<file path="config.mk">
export PLATFORM = sky130hd
export DESIGN_NAME = seq_state_monitor
export DESIGN_NICKNAME = d
export VERILOG_FILES = /design/src/rtl/seq_state_monitor.sv
export SDC_FILE = /design/constraint.sdc
export NUM_CORES = 1
export LEC_CHECK = 0
export ABC_AREA = 1
export BUFFER_PORTS_ARGS = -buffer_cell sky130_fd_sc_hd__buf_2
export CAP_MARGIN = 30
export CORE_MARGIN = 1.5
export CORE_UTILIZATION = 31
export DETAILED_ROUTE_END_ITERATION = 8
export GPL_TIMING_DRIVEN = 0
export MAX_ROUTING_LAYER = met4
export SYNTH_ARGS = -nofsm -noshare
export SYNTH_HDL_FRONTEND = slang
export SYNTH_SLANG_ARGS = --single-unit
</file>
<file path="constraint.sdc">
create_clock -name iClk -period 1.8 [get_ports iClk]
set_input_delay 0.54 -clock iClk [delete_from_list [all_inputs] [get_ports iClk]]
set_output_delay 0.54 -clock iClk [all_outputs]
set_load 0.03 [all_outputs]
</file>
<file path="src/rtl/seq_state_monitor.sv">
// seq_state_monitor: checks the three-phase sequencer output and reports phase, changes, cycles, errors and stalls
// Ports: iClk/iRst_n clock and async active-low reset; iValorEstado sampled phase (3 is illegal);
// iClear sync clear back to SYNC; oFase one-hot phase; oCambio/oReinicio one-cycle pulses;
// oCiclos completed 2->0 cycles; oError sticky illegal-transition flag; oEstancado stall level.
module seq_state_monitor #(
  parameter int CNT_W       = 8,
  parameter int STALL_LIMIT = 16,
  parameter int STALL_W     = 5
) (
  input  logic             iClk,
  input  logic             iRst_n,
  input  logic [1:0]       iValorEstado,
  input  logic             iClear,
  output logic [2:0]       oFase,
  output logic             oCambio,
  output logic             oReinicio,
  output logic [CNT_W-1:0] oCiclos,
  output logic             oError,
  output logic             oEstancado
);
  typedef enum logic {SYNC, TRACK} state_t;
  state_t state_q, state_d;
  logic [1:0] prev_q;
  logic [STALL_W-1:0] stall_q, stall_d, stall_inc;
  logic [2:0] fase_q, fase_d, onehot;
  logic cambio_q, cambio_d, reinicio_q, reinicio_d, error_q, error_d, estancado_q, estancado_d;
  logic [CNT_W-1:0] ciclos_q, ciclos_d;
  logic hold, fwd, wrap, restart;
  always_comb begin
    onehot    = (iValorEstado == 2'd3) ? 3'b000 : 3'b001 << iValorEstado;
    hold      = (iValorEstado == prev_q) && (iValorEstado != 2'd3);
    fwd       = (prev_q == 2'd0 && iValorEstado == 2'd1) || (prev_q == 2'd1 && iValorEstado == 2'd2);
    wrap      = prev_q == 2'd2 && iValorEstado == 2'd0;
    restart   = prev_q == 2'd1 && iValorEstado == 2'd0;
    stall_inc = (stall_q == {STALL_W{1'b1}}) ? stall_q : stall_q + 1'b1;
    state_d     = state_q;
    fase_d      = 3'b000;
    cambio_d    = 1'b0;
    reinicio_d  = 1'b0;
    ciclos_d    = ciclos_q;
    error_d     = error_q;
    stall_d     = '0;
    estancado_d = 1'b0;
    if (iClear) begin
      state_d  = SYNC;
      ciclos_d = '0;
      error_d  = 1'b0;
    end else if (state_q == SYNC) begin
      // Only a fresh phase 0 can resynchronise; everything else is ignored silently
      if (iValorEstado == 2'd0) begin
        state_d = TRACK;
        fase_d  = 3'b001;
      end
    end else if (hold) begin
      stall_d     = stall_inc;
      estancado_d = stall_inc >= STALL_W'(STALL_LIMIT);
      fase_d      = onehot;
    end else if (fwd || wrap || restart) begin
      cambio_d   = 1'b1;
      reinicio_d = restart;
      ciclos_d   = ciclos_q + CNT_W'(wrap);
      fase_d     = onehot;
    end else begin
      error_d = 1'b1;
      state_d = SYNC;
    end
  end
  always_ff @(posedge iClk or negedge iRst_n) begin
    if (!iRst_n) begin
      state_q     <= SYNC;
      prev_q      <= 2'd0;
      stall_q     <= '0;
      fase_q      <= 3'b000;
      cambio_q    <= 1'b0;
      reinicio_q  <= 1'b0;
      ciclos_q    <= '0;
      error_q     <= 1'b0;
      estancado_q <= 1'b0;
    end else begin
      state_q     <= state_d;
      prev_q      <= iValorEstado;
      stall_q     <= stall_d;
      fase_q      <= fase_d;
      cambio_q    <= cambio_d;
      reinicio_q  <= reinicio_d;
      ciclos_q    <= ciclos_d;
      error_q     <= error_d;
      estancado_q <= estancado_d;
    end
  end
  assign oFase      = fase_q;
  assign oCambio    = cambio_q;
  assign oReinicio  = reinicio_q;
  assign oCiclos    = ciclos_q;
  assign oError     = error_q;
  assign oEstancado = estancado_q;
endmodule

</file>
==> results of run 1 <==
layer usage:
metal  vias to the layer above  global-route usage  wire [µm]
li1                        503                   -          -
met1                       434              0.1496       1050
met2                        12              0.1966       1051
met3                         5             0.02289         64
met4                         0             0.08152         65
met5                         -                   -          0
final timing paths:
path / startpoint / to / slack (ps) / cells past startpoint
worst min-delay path: iRst_n / oCiclos[1] / 220 / 1
worst max register to register: prev_q[1] / oCiclos[4] / 150 / 11
max in group asynchronous: iRst_n / stall_q[2] / 1240 / 1
min in group iClk: iValorEstado[0] / prev_q[0] / 440 / 1
worst min register to register: prev_q[1] / oFase[1] / 520 / 1
worst max-delay path: prev_q[1] / oCiclos[4] / 150 / 11
power by group:
group          total (mW)  leakage, nW  switching (mW)  internal (mW)
combinational      0.0752        0.498          0.0552         0.0199
clock               0.467       0.0357           0.170          0.297
sequential          0.510        0.301         0.00842          0.502
total                1.05        0.834           0.234          0.819
sequential cells by signal, summed over array words and instances, names as in the netlist:
| name | count |
|---|---|
| oCiclos | 8 |
| oReinicio | 1 |
| oCambio | 1 |
| stall_q | 4 |
| state_q | 1 |
| oEstancado | 1 |
| oError | 1 |
| oFase | 3 |
| prev_q | 2 |
kinds of logic (layout without fill, tap and decap cells):
family / after synthesis / count (layout)
AND/OR/NAND/NOR: 86 / 86
buffers and inverters: 24 / 47
flip-flops: 22 / 22
AO/OA/AOI/OAI: 7 / 7
XOR/XNOR: 4 / 4
adder cells (fa/ha/maj): 3 / 3
critical path: stages (launching register included):
cell and delay [ps]:
dfrtp_1 420, inv_2 100, nor2_2 50, nand2_2 80
inv_1 50, ha_1 190, ha_1 240, nand3_1 110
xor2_1 140, inv_1 50, nand2_1 60, nand2_1 50
cell usage after synthesis:
library cell / instances
nand2_1: 40
dfrtp_1: 22
inv_1: 21
nand3_1: 18
nor2_1: 14
a21oi_1: 5
nand4_1: 4
ha_1: 3
nor2_2: 2
nor3_1: 2
o21ai_0: 2
xnor2_1: 2
xor2_1: 2
buf_2: 1
clkbuf_1: 1
inv_2: 1
nand2_2: 1
nand2_4: 1
nand3_2: 1
nor2_8: 1
nor4_1: 1
or2_2: 1
area by class of cell:
type                            instances  area (µm²)  share of cell area
Clock buffer                            3       41.29             0.03005
Tap cell                               46       57.56             0.04189
Timing Repair Buffer                   19       95.09             0.06922
Clock inverter                          1       30.03             0.02186
Multi-Input combinational cell        100       508.0              0.3698
Inverter                               22       82.58             0.06011
Sequential cell                        22       550.5              0.4007
Buffer                                  2       8.758            0.006375
==> run metrics, run 1 <==
total of max-cap violations 0; die width 63.91 µm; cts bufs inserted 3; Synth Warn # 0; Synth Instances 146; # DRC 0; die footprint around 4100 µm²; status completed; Synth Net Count 154; placed inst area 1303 µm²; vias in the first global route approximately 940; RePlAce Congestion 0.8199; clock-pin slew on the worst setup and hold paths 80 ps; Final Instance Area between 1000 and 1500 µm²; initial antenna violation count 0; final core occ 0.3991; Final nets 178; hold slack 223.1 ps; Crit Path Category flop to flop; Core Area 3442 µm²; layout cells sized above 1 0.1893; CP required 1960 ps; Final Setup Violations 0; fin crit share 0.9141; Adder-Cell Fraction of Synth Area 0.03264; FP Rows 21; GRT Overall Usage 0.1262; detailed router's first-iteration violation count 18; Post-Synth XOR/XNOR Area 0.03047; number of library cell types mapped by synthesis 22; Post-CTS Resized 0; Layout fillers 366; Peak Freq approximately 610 MHz; Total Neg Setup Slack 0 ps; FF+latch count, synth 22; DP HPWL 1611 µm; Slew Limit Fails 0; commonest cells after routing, fill and taps aside nand2_1 (40), dfrtp_1 (22), inv_1 (21); Tot Pwr 1.053 mW; GRT overflow 0; Startpoint Class flop; largest area contributor in the netlist dfrtp_1; first-pass GRT wire length 3877 µm; relative slew slack 0.6700; Seq/Total Area, Yosys 0.4788; final hold violation count 0; PortBufs 19; per-cell routed wire length 10.38 µm; Worst Hold Class input port to async pin; Worst Path Arrival 1810 ps; Leakage between 0.8 and 0.9 nW; routed vias roughly 950; Synth Area in Compound Gates 0.03047; CTS Root Cell clkbuf_8; slew of the pin with the lowest slew margin between 400 and 500 ps; Worst setup EP type flop; largest family of logic cells by synthesized area simple AND/OR/NAND/NOR gates; # diodes 0; area grow syn2layout 19.48%; CTS tree done; commonest non-fill, non-tap cell in the layout nand2_1; largest net degree at the start of global routing 23; post-synthesis mux area share 0; Synth Cell Area 1150 µm²; clk buf depth 2; fin crit period 1645 ps; IO Pins 20; final non-filler cell total ~220; post-CTS setup buffer count 0; Initial Util 0.3341; clk_lat worst skew 270 ps; pre-CTS WS -127.6 ps; Pwr Density ~770 nW/µm²; clock sinks 22; CP max FO 4; final setup skew ~3.7 ps; Die Y 63.91 µm; # H-tree levels 1; placed instance count approximately 210; RSZ-0062 raised after global routing no; Final ANT Viol Nets 0; simple-gate share of the synthesized area 0.3482; drt pass-1 iters 4; WL final 2232 µm; area share of the largest cell type after synthesis 0.4788; syn avg cell area 7.876 µm²; Area contributors post-synth dfrtp_1 (48%), nand2_1 (13%), nand3_1 (7.8%), inv_1 (6.9%), nor2_1 (4.6%); Final WS setup around 150 ps; CTS Hold Bufs 0; worst ir drop on vdd slightly above 300 µV; Via density 4.437
Note: power is estimated with default switching activity, not from simulation.
==> inputs of run 2 (changes only) <==
==> constraint.sdc (replaced) <==
create_clock -name iClk -period 1.8 [get_ports iClk]
set_input_delay 0.18 -clock iClk [delete_from_list [all_inputs] [get_ports iClk]]
set_output_delay 0.18 -clock iClk [all_outputs]
set_load 0.03 [all_outputs]
==> run 2 against run 1 <==
Clock-buffer cell count unchanged. Critical path type unchanged. Critical endpoint unchanged. Routed wire length up 0.13%. Worst setup slack better by 1.2 ps. Clock skew about the same. Die area unchanged. Clock power about the same.
==> run metrics, run 2 (synthesis gave the netlist of run 1 again) <==
total of max-cap violations 0 (unchanged); routed vias 959 (+0.52%); per-cell routed wire length 10.35 µm (-0.33%); Final Setup Violations 0 (unchanged); first-pass GRT wire length 3891 µm (+0.36%); GRT Overall Usage 0.1265 (+0.0003846); Pwr Density 762.0 nW/µm² (-0.58%); Slew Limit Fails 0 (unchanged); R2R Path End oCiclos[4]; CP required 1960 ps (about the same); DP HPWL 1611 µm (unchanged); # H-tree levels 1 (unchanged); final setup skew 3.713 ps (-0.01527 ps); Final nets 179 (+0.56%); CTS Root Cell clkbuf_8; placed instance count 211 (unchanged); # diodes 0 (unchanged); die width 63.91 µm (unchanged); clk buf depth 2 (unchanged); IO Pins 20 (unchanged); hold slack 83.82 ps (-139.3 ps); cts bufs inserted 3 (unchanged); final core occ 0.4020 (+0.002908); clock-pin slew on the worst setup and hold paths 80 ps (about the same); Worst Hold Path EP prev_q[0]; final non-filler cell total 216 (+0.47%); Final ANT Viol Nets 0 (unchanged); Crit Path Category flop to flop; Worst Hold Class input port to flop; slew of the pin with the lowest slew margin 495.9 ps (+0.8051 ps); commonest non-fill, non-tap cell in the layout nand2_1; largest net degree at the start of global routing 23 (unchanged); Total Neg Setup Slack 0 ps (unchanged); Tot Pwr 1.055 mW (+0.15%); fin crit period 1644 ps (-1.166 ps); status completed; # DRC 0 (unchanged); Layout fillers 368 (+0.55%); vias in the first global route 944 (+0.64%); commonest cells after routing, fill and taps aside nand2_1 (40), dfrtp_1 (22), inv_1 (21); worst r2r src prev_q[1]; Die Y 63.91 µm (unchanged); Startpoint Class flop; layout cells sized above 1 0.1882 (-0.001114); Final Instance Area 1384 µm² (+0.73%); Leakage 0.8386 nW (+0.50%); initial antenna violation count 0 (unchanged); placed inst area 1303 µm² (unchanged); final hold violation count 0 (unchanged); PortBufs 19 (unchanged); Reg2Reg Setup Slack 160 ps (about the same); Core Area 3442 µm² (unchanged); pre-CTS WS 168.3 ps (+295.9 ps); GRT overflow 0 (unchanged); clk_lat worst skew 270 ps (about the same); Worst Path Arrival 1800 ps (about the same); detailed router's first-iteration violation count 17 (-1); worst reg2reg path depth 11 (unchanged); max reg flops 8 (unchanged); CTS tree done; Via density 4.440 (about the same); hold path start iValorEstado[0]; Final WS setup 155.8 ps (+1.166 ps); Initial Util 0.3341 (unchanged); post-CTS setup buffer count 0 (unchanged); Peak Freq 608.2 MHz (about the same); fin crit share 0.9135 (about the same); RePlAce Congestion 0.8199 (unchanged); die footprint 4084 µm² (unchanged); FP Rows 21 (unchanged); Worst Hold Depth 1; worst ir drop on vdd 310.0 µV (unchanged); drt pass-1 iters 4 (unchanged); area grow syn2layout 20.35%; CP max FO 4 (unchanged); relative slew slack 0.6694 (about the same); clock sinks 22 (unchanged); Worst setup EP type flop; RSZ-0062 raised after global routing no; WL final 2235 µm (+0.13%)
==> run 2: cell types whose count changed in the layout (fill, tap and decap cells not counted), sizes merged <==
| cell | change |
|---|---|
| dlygate4sd3 | +1 |
==> run 2: worst max-delay path by stage <==
stage               slack, ps  cells past startpoint       from          to
floorplan                 290                     11  prev_q[1]  oCiclos[4]
global placement          210                     11  prev_q[1]  oCiclos[4]
detailed placement        170                     11  prev_q[1]  oCiclos[4]
CTS                       140                     11  prev_q[1]  oCiclos[4]
global route               10                     12  prev_q[1]  oCiclos[5]
finish                    160                     11  prev_q[1]  oCiclos[4]
==> run 2: layer usage <==
metal / up-vias / wire length (µm) / track usage / share of wire
met5: - / 0 / - / 0
met4: 0 / 65 / 0.08152 / 0.029
met3: 5 / 62 / 0.02289 / 0.028
met2: 12 / 1058 / 0.1979 / 0.47
met1: 437 / 1049 / 0.1496 / 0.47
li1: 505 / - / - / -
==> run 2: worst max-delay path, cell delays in order, from the launching register on <==
cell and delay, ps:
dfrtp_1 420, inv_2 100, nor2_2 50, nand2_2 80
inv_1 50, ha_1 190, ha_1 240, nand3_1 110
xor2_1 140, inv_1 50, nand2_1 60, nand2_1 50
==> run 2: layout make-up <==
cell class,instances,area (µm²),area share
Clock buffer,3,41.29,0.02984
Clock inverter,1,30.03,0.02170
Inverter,22,82.58,0.05967
Timing Repair Buffer,20,105.1,0.07595
Sequential cell,22,550.5,0.3978
Tap cell,46,57.56,0.04159
Multi-Input combinational cell,100,508.0,0.3671
Buffer,2,8.758,0.006329
==> run 2: repair_timing <==
item,CTS,global route
resized for setup,0,0
hold buffers,1,0
endpoints found under the hold margin,22,0
==> run 2: power breakdown <==
part,internal [mW],switching (mW)
clock,0.297,0.170
combinational,0.0213,0.0554
sequential,0.502,0.00842
